===== src/rtl/hero_write_xact_buf.sv =====
// hero_write_xact_buf: transaction buffer for the hero write bus.
// Beats are stored as {last, wdat} in a DEPTH-entry FIFO. They are released
// downstream either cut-through or, in store-and-forward mode, only once a
// whole transaction (up to its DONE beat) is held. A store-and-forward
// transaction that cannot fit switches the buffer into OVERSIZE mode. In that
// mode the head is streamed cut-through until that transaction's DONE pops.
//
// Handshake: a beat moves on a cycle where the sender presents it and the
// receiver is ready. On the input side the sender presents it with
// in_cycle_type VALID/DONE and the receiver signals in_ready. On the output
// side the sender presents it with out_cycle_type != IDLE and the receiver
// signals out_ready. A presented beat is held unchanged until it is taken.
module hero_write_xact_buf #(
  parameter int DATA_WIDTH = 36,
  parameter int DEPTH      = 8,
  parameter bit STORE_FWD  = 1'b1
) (
  input  logic                    clk,
  input  logic                    rst,
  input  logic [1:0]              in_cycle_type,
  input  logic [DATA_WIDTH-1:0]   in_wdat,
  output logic                    in_ready,
  output logic [1:0]              out_cycle_type,
  output logic [DATA_WIDTH-1:0]   out_wdat,
  input  logic                    out_ready,
  output logic [$clog2(DEPTH):0]  xact_count,
  output logic                    proto_err,
  output logic                    oversize_err,
  output logic                    dbg_oversize
);

  localparam int AW = $clog2(DEPTH);
  localparam logic [AW:0] FULL_COUNT = (AW + 1)'(DEPTH);

  localparam logic [1:0] CT_IDLE    = 2'd0;
  localparam logic [1:0] CT_VALID   = 2'd1;
  localparam logic [1:0] CT_DONE    = 2'd2;
  localparam logic [1:0] CT_ILLEGAL = 2'd3;

  typedef enum logic {ST_NORMAL, ST_OVERSIZE} state_t;

  state_t                state;
  logic [DATA_WIDTH:0]   mem [DEPTH];
  logic [AW-1:0]         wr_ptr;
  logic [AW-1:0]         rd_ptr;
  logic [AW:0]           count;
  logic                  os_done_seen;

  logic full;
  logic empty;
  logic head_last;
  logic presentable;
  logic push;
  logic pop;
  logic push_done;
  logic pop_done;
  logic count_done;
  logic uncount_done;

  assign full      = (count == FULL_COUNT);
  assign empty     = (count == '0);
  assign head_last = mem[rd_ptr][DATA_WIDTH];

  // Ready comes from registered occupancy only; held low during reset.
  assign in_ready = !full && !rst;

  assign presentable = !empty &&
                       (!STORE_FWD || (xact_count != '0) || (state == ST_OVERSIZE));

  assign push      = in_ready && ((in_cycle_type == CT_VALID) || (in_cycle_type == CT_DONE));
  assign pop       = presentable && out_ready;
  assign push_done = push && (in_cycle_type == CT_DONE);
  assign pop_done  = pop && head_last;

  // The DONE that closes the oversize transaction is never counted, so
  // popping it later must not decrement either.
  assign count_done   = push_done && !((state == ST_OVERSIZE) && !os_done_seen);
  assign uncount_done = pop_done && (state == ST_NORMAL);

  assign out_cycle_type = presentable ? (head_last ? CT_DONE : CT_VALID) : CT_IDLE;
  assign out_wdat       = presentable ? mem[rd_ptr][DATA_WIDTH-1:0] : '0;
  assign dbg_oversize   = (state == ST_OVERSIZE);

  // Storage array: written on every accepted beat, no reset needed.
  always_ff @(posedge clk) begin
    if (push) begin
      mem[wr_ptr] <= {(in_cycle_type == CT_DONE), in_wdat};
    end
  end

  // Pointers, occupancy and complete-transaction count.
  always_ff @(posedge clk) begin
    if (rst) begin
      wr_ptr     <= '0;
      rd_ptr     <= '0;
      count      <= '0;
      xact_count <= '0;
    end else begin
      if (push) wr_ptr <= wr_ptr + 1'b1;
      if (pop)  rd_ptr <= rd_ptr + 1'b1;
      case ({push, pop})
        2'b10:   count <= count + 1'b1;
        2'b01:   count <= count - 1'b1;
        default: count <= count;
      endcase
      case ({count_done, uncount_done})
        2'b10:   xact_count <= xact_count + 1'b1;
        2'b01:   xact_count <= xact_count - 1'b1;
        default: xact_count <= xact_count;
      endcase
    end
  end

  // Sticky protocol error on any illegal beat type.
  always_ff @(posedge clk) begin
    if (rst) begin
      proto_err <= 1'b0;
    end else if (in_cycle_type == CT_ILLEGAL) begin
      proto_err <= 1'b1;
    end
  end

  // Oversize recovery FSM: entered when the FIFO fills with no complete
  // transaction inside, left when that transaction's DONE beat pops.
  always_ff @(posedge clk) begin
    if (rst) begin
      state        <= ST_NORMAL;
      os_done_seen <= 1'b0;
      oversize_err <= 1'b0;
    end else begin
      case (state)
        ST_NORMAL: begin
          os_done_seen <= 1'b0;
          if (STORE_FWD && full && (xact_count == '0)) begin
            state        <= ST_OVERSIZE;
            oversize_err <= 1'b1;
          end
        end
        ST_OVERSIZE: begin
          if (push_done) os_done_seen <= 1'b1;
          if (pop_done) begin
            state        <= ST_NORMAL;
            os_done_seen <= 1'b0;
          end
        end
        default: state <= ST_NORMAL;
      endcase
    end
  end

endmodule


===== config.mk =====
export PLATFORM = sky130hd
export DESIGN_NAME = hero_write_xact_buf
export DESIGN_NICKNAME = d
export VERILOG_FILES = /design/src/rtl/hero_write_xact_buf.sv
export SDC_FILE = /design/constraint.sdc
export NUM_CORES = 1
export LEC_CHECK = 0
export CAP_MARGIN = 20
export CORE_MARGIN = 4
export CORE_UTILIZATION = 55
export DETAILED_ROUTE_END_ITERATION = 8
export HOLD_SLACK_MARGIN = 0.15
export PLACE_DENSITY = 0.77
export RECOVER_POWER = 50
export SYNTH_ARGS = -nofsm -noshare
export SYNTH_HDL_FRONTEND = slang
export SYNTH_SLANG_ARGS = --single-unit

===== constraint.sdc =====
create_clock -name clk -period 6.5 [get_ports clk]
set_input_delay 1.3 -clock clk [delete_from_list [all_inputs] [get_ports clk]]
set_output_delay 1.3 -clock clk [all_outputs]
set_load 0.01 [all_outputs]

# Word level (Yosys, flattened, before mapping)

Memories as Yosys holds them, arrays and structs flattened. A register that Yosys moved wholly into a read port is not among the register bits.
Index checks and enable logic that the tools add are counted.

Register bits after elaboration: 18
Latch bits: 0
Memory bits (writable): 296
Bits in read-only memories: 0
Input port bits: 41
Output and inout bits: 46
Memories: 1

Add/subtract/negate cells: 6
Multiply operators: 0
Div/mod/pow operators: 0
$lt $le $gt $ge: 0
Equal/unequal tests: 9
Shift operators: 0
Mux-type cells: 15
Bitwise gates (word level): 1
Reductions and logical operators: 23

Memory list:

| name | depth | bits a word | rd ports | clocked after Yosys merged registers in | write ports | line | text |
|---|---|---|---|---|---|---|---|
| mem  | 8     | 37          | 1        | 1                                       | 1           | 43   | `logic [DATA_WIDTH:0] mem [DEPTH];` |

Operators with widths:

| cell                | number |
|---|---|
| $mux 36             | 1 |
| $pmux 4 s2          | 2 |
| $logic_and 1x1->1   | 10 |
| $add 4x1->4 const B | 2 |
| $eq 2x2->1 const B  | 4 |
| $logic_not 4->1     | 2 |
| $sub 4x1->4 const B | 2 |
| $add 3x1->3 const B | 2 |
| $eq 2x1->1 const B  | 3 |
| $mux 1              | 6 |
| $mux 3              | 2 |
| $logic_not 1->1     | 5 |
| $eq 4x4->1 const B  | 1 |
| $mux 2              | 2 |
| $pmux 1 s2          | 2 |
| $reduce_bool 2->1   | 2 |
| $reduce_bool 4->1   | 1 |
| $ne 3x1->1 const B  | 1 |
| $logic_or 1x1->1    | 2 |
| $reduce_and 2->1    | 1 |
| $not 1->1           | 1 |

# Longest topological paths before layout

Gate-level depths: netlist of run 1.

Depth after elaboration: 8
Mapped depth: 11

# Least setup slack after synthesis of run 1

Ideal clock, no wire load.

Path kind: input to register
Start point: input in_cycle_type[0]
End point: memory mem[2][0] in the netlist's numbering (enable)
Setup time: 0.485 ns
Arrival: 4.901 ns
Data required time: 6.015 ns
Slack: 1.114 ns
Cell stages on the path: 5
Path buffers: 0
Cell sequence: inv_1 ha_1 nor3_2 nand2b_1 nor3b_1

Word-level cells in the longest chain between the ends: 5

Ends and longest elaborated chain:

| item                                     | line | text |
|---|---|---|
| start, declared                          | 20   | `input logic [1:0] in_cycle_type,` |
| $eq 2x1->1 or $eq 2x2->1 (tied branches) | 70   | `assign push = in_ready && ((in_cycle_type == CT_VALID) \|\| (in_cycle_type == CT_DONE));` |
| $logic_or 1x1->1 (*)                     | 70   |  |
| $logic_and 1x1->1 (*)                    | 70   |  |
| $mux 1 (*)                               | 86   | `if (push) begin` |
| $mux 1 (implied by the code) (*)         | 87   | `mem[wr_ptr] <= {(in_cycle_type == CT_DONE), in_wdat};` |
| end, declared                            | 43   |  |

Mark *: on every way between the ends. The rest lies on a longest branch, timed or not.

==> reports/metrics.cfg, run 1 <==
[global_routing]
grt.overflow.total=0
grt_use_total_pct=19.7
grt_pass1_wl_mm=37.2
grt_pass1_vias=6319
antenna_found_initial=4
grt_max_degree=74

[power_and_ir_drop]
power_mw=4.07
p_int_mw=3.28
p_comb_share_pct=3.6
cellPowerDensity_nw_per_um2=281
clkPwrFrac_pct=40.5
p_sw_uw=794
swShare_pct=19.5
seq_power_share_pct=55.9
p_leak_nw=4.47
ir_drop_v=0.000178

[cts]
cts_tree=yes
numCtsBuffers=30
htreeDepth=1
clk-insertion-delay-late_ns=0.55
clk_path_buf_depth=3
clock-sinks=317
root_buffer=clkbuf_16
cts.hold.buffers_added=0
clk_pin_slew_ns=0.06
cts_resized=0
cts_setup_buffers=0

[worst_hold_path]
min_from=oversize_err
hold_path.class=register to register

[timing]
worstMarginPinSlew_ns=1.11
finalSetupViolations=0
slew_headroom_pct=25.8
hold_viol_final=0
fin_skew_ns=0.00853
rsz0062_at_grt=no
finalCriticalPeriod_ns=4.57
min_period_over_period_pct=70.4
drv_slew=0
max_freq_ghz=0.219
fin_ws_ns=1.93
fin_tns_setup_ns=0

[critical_path]
worst-setup-path-type=register to primary output
critPathCaptureType=primary output
critPathMaxFanout=32
cp_data_required_time_ns=5.20
arrival_ns=3.27
cp-start-kind=register

[route]
via_count=5971
drtIter0Drc=418
wire_per_inst_um=23.6
avgViaCountPerCell=5.93
dr.pass1.iters=5
ant_nets=0
wirelength_mm=23.8
route.detailed.drc=0

[flow_run]
maxCapViolCount=0

[synthesis]
yosysSeqAreaShare_pct=75.3
avgSynthCellArea_sq_um=20.7
synth_cells=596
yosys_warnings=0
synth_cell_types=35
ys_ff_latch=317
syn_area_sq_um=12400
syn_nets=649

[die]
die_w_um=158
rows=54
die_h_um=158
start_util_pct=56.3
core_sq_um=22000
die_area_sq_um=24900
io_pins=87

[placed_design]
place_hpwl_mm=13.5
gp_congestion=0.818
port-buffer-count=86
dpl.cell_count=951
post_dp_cell_area_sq_um=13600
dp_slack_ns=2.11

[final_layout]
final_cell_mix=edfxtp_1, mux4_2, nor2_1
design_area_sq_um=14500
area_growth_pct=17.4
finalNonFillerCells=1007
drive_gt1_share_pct=20.0
layout_commonest_cell=edfxtp_1
nets=756

[status]
outcome=complete, no violations

[metal layers]
metal | wire length, um | share of wire [%] | vias up | GRT usage (%)
li1 | - | - | 2625 | -
met1 | 9770 | 41 | 3136 | 27.4
met2 | 12300 | 52 | 163 | 33.4
met3 | 1180 | 4.9 | 43 | 3.23
met4 | 498 | 2.1 | 4 | 4.67
met5 | 21 | 0.088 | - | 0
[kinds of logic after synthesis]
group                      Yosys count  share of synthesized area (%)
AOI/OAI and AO/OA                   22                           1.15
xor gates and xnor gates             7                          0.496
adders and majority gates           12                           1.34
buffers and inverters               39                           1.67
DFF                                317                           75.3
muxes                              112                           16.7
and+or+nand+nor                     87                           3.33
[cell usage after synthesis (all sizes together)]
library cell  count  area share (%)
a21oi            14            0.57
and3              2            0.10
buf              25             1.2
clkbuf            4            0.12
dfxtp            21             3.4
edfxtp          296              72
fa                2            0.32
ha               10             1.0
inv              10            0.30
mux2i            38             3.2
mux4             74              13
nand2             5            0.15
nand2b            3            0.15
nand3             3            0.12
nor2             58             1.8
nor2b             1           0.051
nor3              5            0.28
nor3b             4            0.24
nor4b             2            0.19
o211ai            1           0.061
o21ai             4            0.31
o31ai             2            0.12
o41a              1           0.091
or4               4            0.27
xnor2             1           0.071
xor2              6            0.43
[metrics by stage]
| stage | hold slack, ns | util (%) |
|---|---|---|
| final | 0.470 | 66.0 |
| after global routing | 0.492 | 66.0 |
| after CTS | 0.476 | 66.1 |
| after detailed placement | 0.459 | 61.9 |
| after global placement | 0.441 | 61.9 |
| after floorplan | 0.458 | - |
[state kept, by name (all words and copies together) (netlist names), 3 cells and up, named ones only]
register	cells
mem	296
count	4
xact_count	4
rd_ptr	3
wr_ptr	3
[power groups by stage]
stage / Combinational [mW] / Clock [mW] / Sequential (mW)
2_1_floorplan: 0.0735 / 0 / 2.32
3_3_place_gp: 0.145 / 0 / 2.32
3_5_place_dp: 0.152 / 0 / 2.32
4_1_cts: 0.153 / 1.68 / 2.28
5_1_grt: 0.159 / 1.77 / 2.28
6_report: 0.145 / 1.65 / 2.28
[worst max-delay path, cell delays in order (launching register included)]
cell and delay [ns]:
dfxtp_4 0.80, buf_4 0.52, mux4_2 0.60, mux2i_1 0.17, nor2_1 0.09, clkdlybuf4s50_1 0.52
[layout make-up]
type	count	area (sq um)
diodes	1	2.50
clock buffers	42	817
clock inverters	13	109
fillers	1404	7460
inverters	10	37.5
multi-input cells	240	2880
flip-flops and latches	317	9320
well taps	280	350
repair buffers	104	988
[path summary, 6_finish.rpt]
kind	endpoint	slack, ns	cells after the start
worst max-delay path	out_wdat[4]	1.93	5
worst min-delay path	oversize_err	0.47	2
worst max register to register	xact_count[3]	3.14	9
worst min register to register	oversize_err	0.47	2
Power figures use the tool's default switching activity.
==> run 2, diff against run 1 <==
--- a/config.mk
+++ b/config.mk
@@ -7,10 +7,10 @@
 export LEC_CHECK = 0
 export CAP_MARGIN = 20
 export CORE_MARGIN = 4
-export CORE_UTILIZATION = 55
+export CORE_UTILIZATION = 53
 export DETAILED_ROUTE_END_ITERATION = 8
 export HOLD_SLACK_MARGIN = 0.15
-export PLACE_DENSITY = 0.77
+export PLACE_DENSITY = 0.78
 export RECOVER_POWER = 50
 export SYNTH_ARGS = -nofsm -noshare
 export SYNTH_HDL_FRONTEND = slang
==> constraint.sdc (replaced) <==
create_clock -name clk -period 3.8 [get_ports clk]
set_input_delay 0.76 -clock clk [delete_from_list [all_inputs] [get_ports clk]]
set_output_delay 0.76 -clock clk [all_outputs]
set_load 0.01 [all_outputs]
==> reports/metrics.cfg, run 2 (same netlist as run 1, synthesis figures left out) <==
[global_routing]
grt.overflow.total=0
antenna_found_initial=4
grt_pass1_vias=6593
grt_pass1_wl_mm=38.0
grt_use_total_pct=19.0
grt_max_degree=38

[power_and_ir_drop]
cellPowerDensity_nw_per_um2=483
p_comb_share_pct=3.6
p_int_mw=5.78
p_sw_mw=1.39
seq_power_share_pct=54.3
p_leak_nw=4.60
clkPwrFrac_pct=42.1
ir_drop_v=0.000339
power_mw=7.17
swShare_pct=19.4

[final_layout]
nets=764
post-route-util_pct=65.1
layout_commonest_cell=edfxtp_1
design_area_sq_um=14800
area_growth_pct=20.1
final_cell_mix=edfxtp_1, mux4_2, nor2_1
regMostFlops=mem
largestRegisters=mem: 296 flops, count: 4 flops, xact_count: 4 flops
finalNonFillerCells=1050
largest_register_ffs=296
drive_gt1_share_pct=22.3

[placed_design]
place_hpwl_mm=13.8
dpl.cell_count=991
dp_slack_ns=0.179
post_dp_cell_area_sq_um=13800
gp_congestion=0.775
port-buffer-count=86

[timing]
hold_viol_final=0
max_freq_ghz=0.277
worstMarginPinSlew_ns=0.942
drv_slew=0
fin_skew_ns=0.0132
finalSetupViolations=0
fin_ws_ns=0.195
finalCriticalPeriod_ns=3.61
min_period_over_period_pct=94.9
slew_headroom_pct=37.2
rsz0062_at_grt=no

[route]
route.detailed.drc=0
avgViaCountPerCell=5.68
dr.pass1.iters=4
drtIter0Drc=561
wirelength_mm=23.9
wire_per_inst_um=22.8
ant_nets=0
via_count=5967

[cts]
numCtsBuffers=31
clock-sinks=317
htreeDepth=1
clk_path_buf_depth=3
cts_tree=yes
cts_setup_buffers=0
clk-insertion-delay-late_ns=0.55
cts_resized=0
root_buffer=clkbuf_16
cts.hold.buffers_added=0
clk_pin_slew_ns=0.06

[die]
core_sq_um=22800
io_pins=87
die_area_sq_um=25800
rows=55
die_w_um=161
die_h_um=161
start_util_pct=54.2

[critical_path]
critPathMaxStageDelay_ns=0.60
cp-start-kind=register
critPathMaxFanout=31
crit_slowest_cell=dfxtp_4
worst-setup-path-type=register to primary output
arrival_ns=2.85
cp_data_required_time_ns=3.04
crit_chain=buf_12, mux4_2, mux2i_1, nor2_1, clkdlybuf4s50_1
critPathCaptureType=primary output

[flow_run]
maxCapViolCount=0

[status]
outcome=complete, no violations

[worst_hold_path]
hold_path.class=register to register

## run 2: worst max-delay path: cells and delay by family (launching register included)
family | cells | cell delay (ns)
AND/OR/NAND/NOR | 1 | 0.07
flip-flops | 1 | 0.60
multiplexers | 2 | 0.79
buffers and inverters | 2 | 0.82
## run 2: final cells by class
type                            instances  area, sq um
Antenna cell                            2         5.00
Fill cell                            1482         7940
Sequential cell                       317         9320
Clock buffer                           38          812
Timing Repair Buffer                  111         1180
Tap cell                              313          392
Inverter                               10         37.5
Clock inverter                         19          210
Multi-Input combinational cell        240         2890
## run 2: routing by layer
layer / up-vias / routed length [um] / track usage (%)
met5: - / 26 / 0
met2: 182 / 12300 / 32.1
met4: 4 / 530 / 5.36
met3: 46 / 1210 / 3.34
met1: 3089 / 9860 / 25.9
li1: 2646 / - / -
## run 2: final timing paths
| path | startpoint | endpoint | slack (ns) | depth (start not counted) |
|---|---|---|---|---|
| setup / recovery | register | out_wdat[11] | 0.19 | 5 |
| hold reg to reg | oversize_err | oversize_err | 0.47 | 2 |
| hold / removal | oversize_err | oversize_err | 0.47 | 2 |
| setup reg to reg | register | xact_count[3] | 0.66 | 9 |
## run 2: power by group through the flow
| stage | Clock [mW] | Sequential [mW] | Combinational (mW) |
|---|---|---|---|
| CTS | 3.08 | 3.90 | 0.270 |
| global placement | 0 | 3.96 | 0.258 |
| detailed placement | 0 | 3.97 | 0.269 |
| global route | 3.25 | 3.90 | 0.281 |
| finish | 3.02 | 3.90 | 0.255 |
| floorplan | 0 | 3.97 | 0.126 |
## run 2: metrics by stage
stage / hold slack (ns) / setup TNS, ns
after floorplan: 0.458 / -134.39
after global placement: 0.439 / 0
after detailed placement: 0.464 / 0
after CTS: 0.480 / 0
after global routing: 0.495 / 0
final: 0.470 / 0
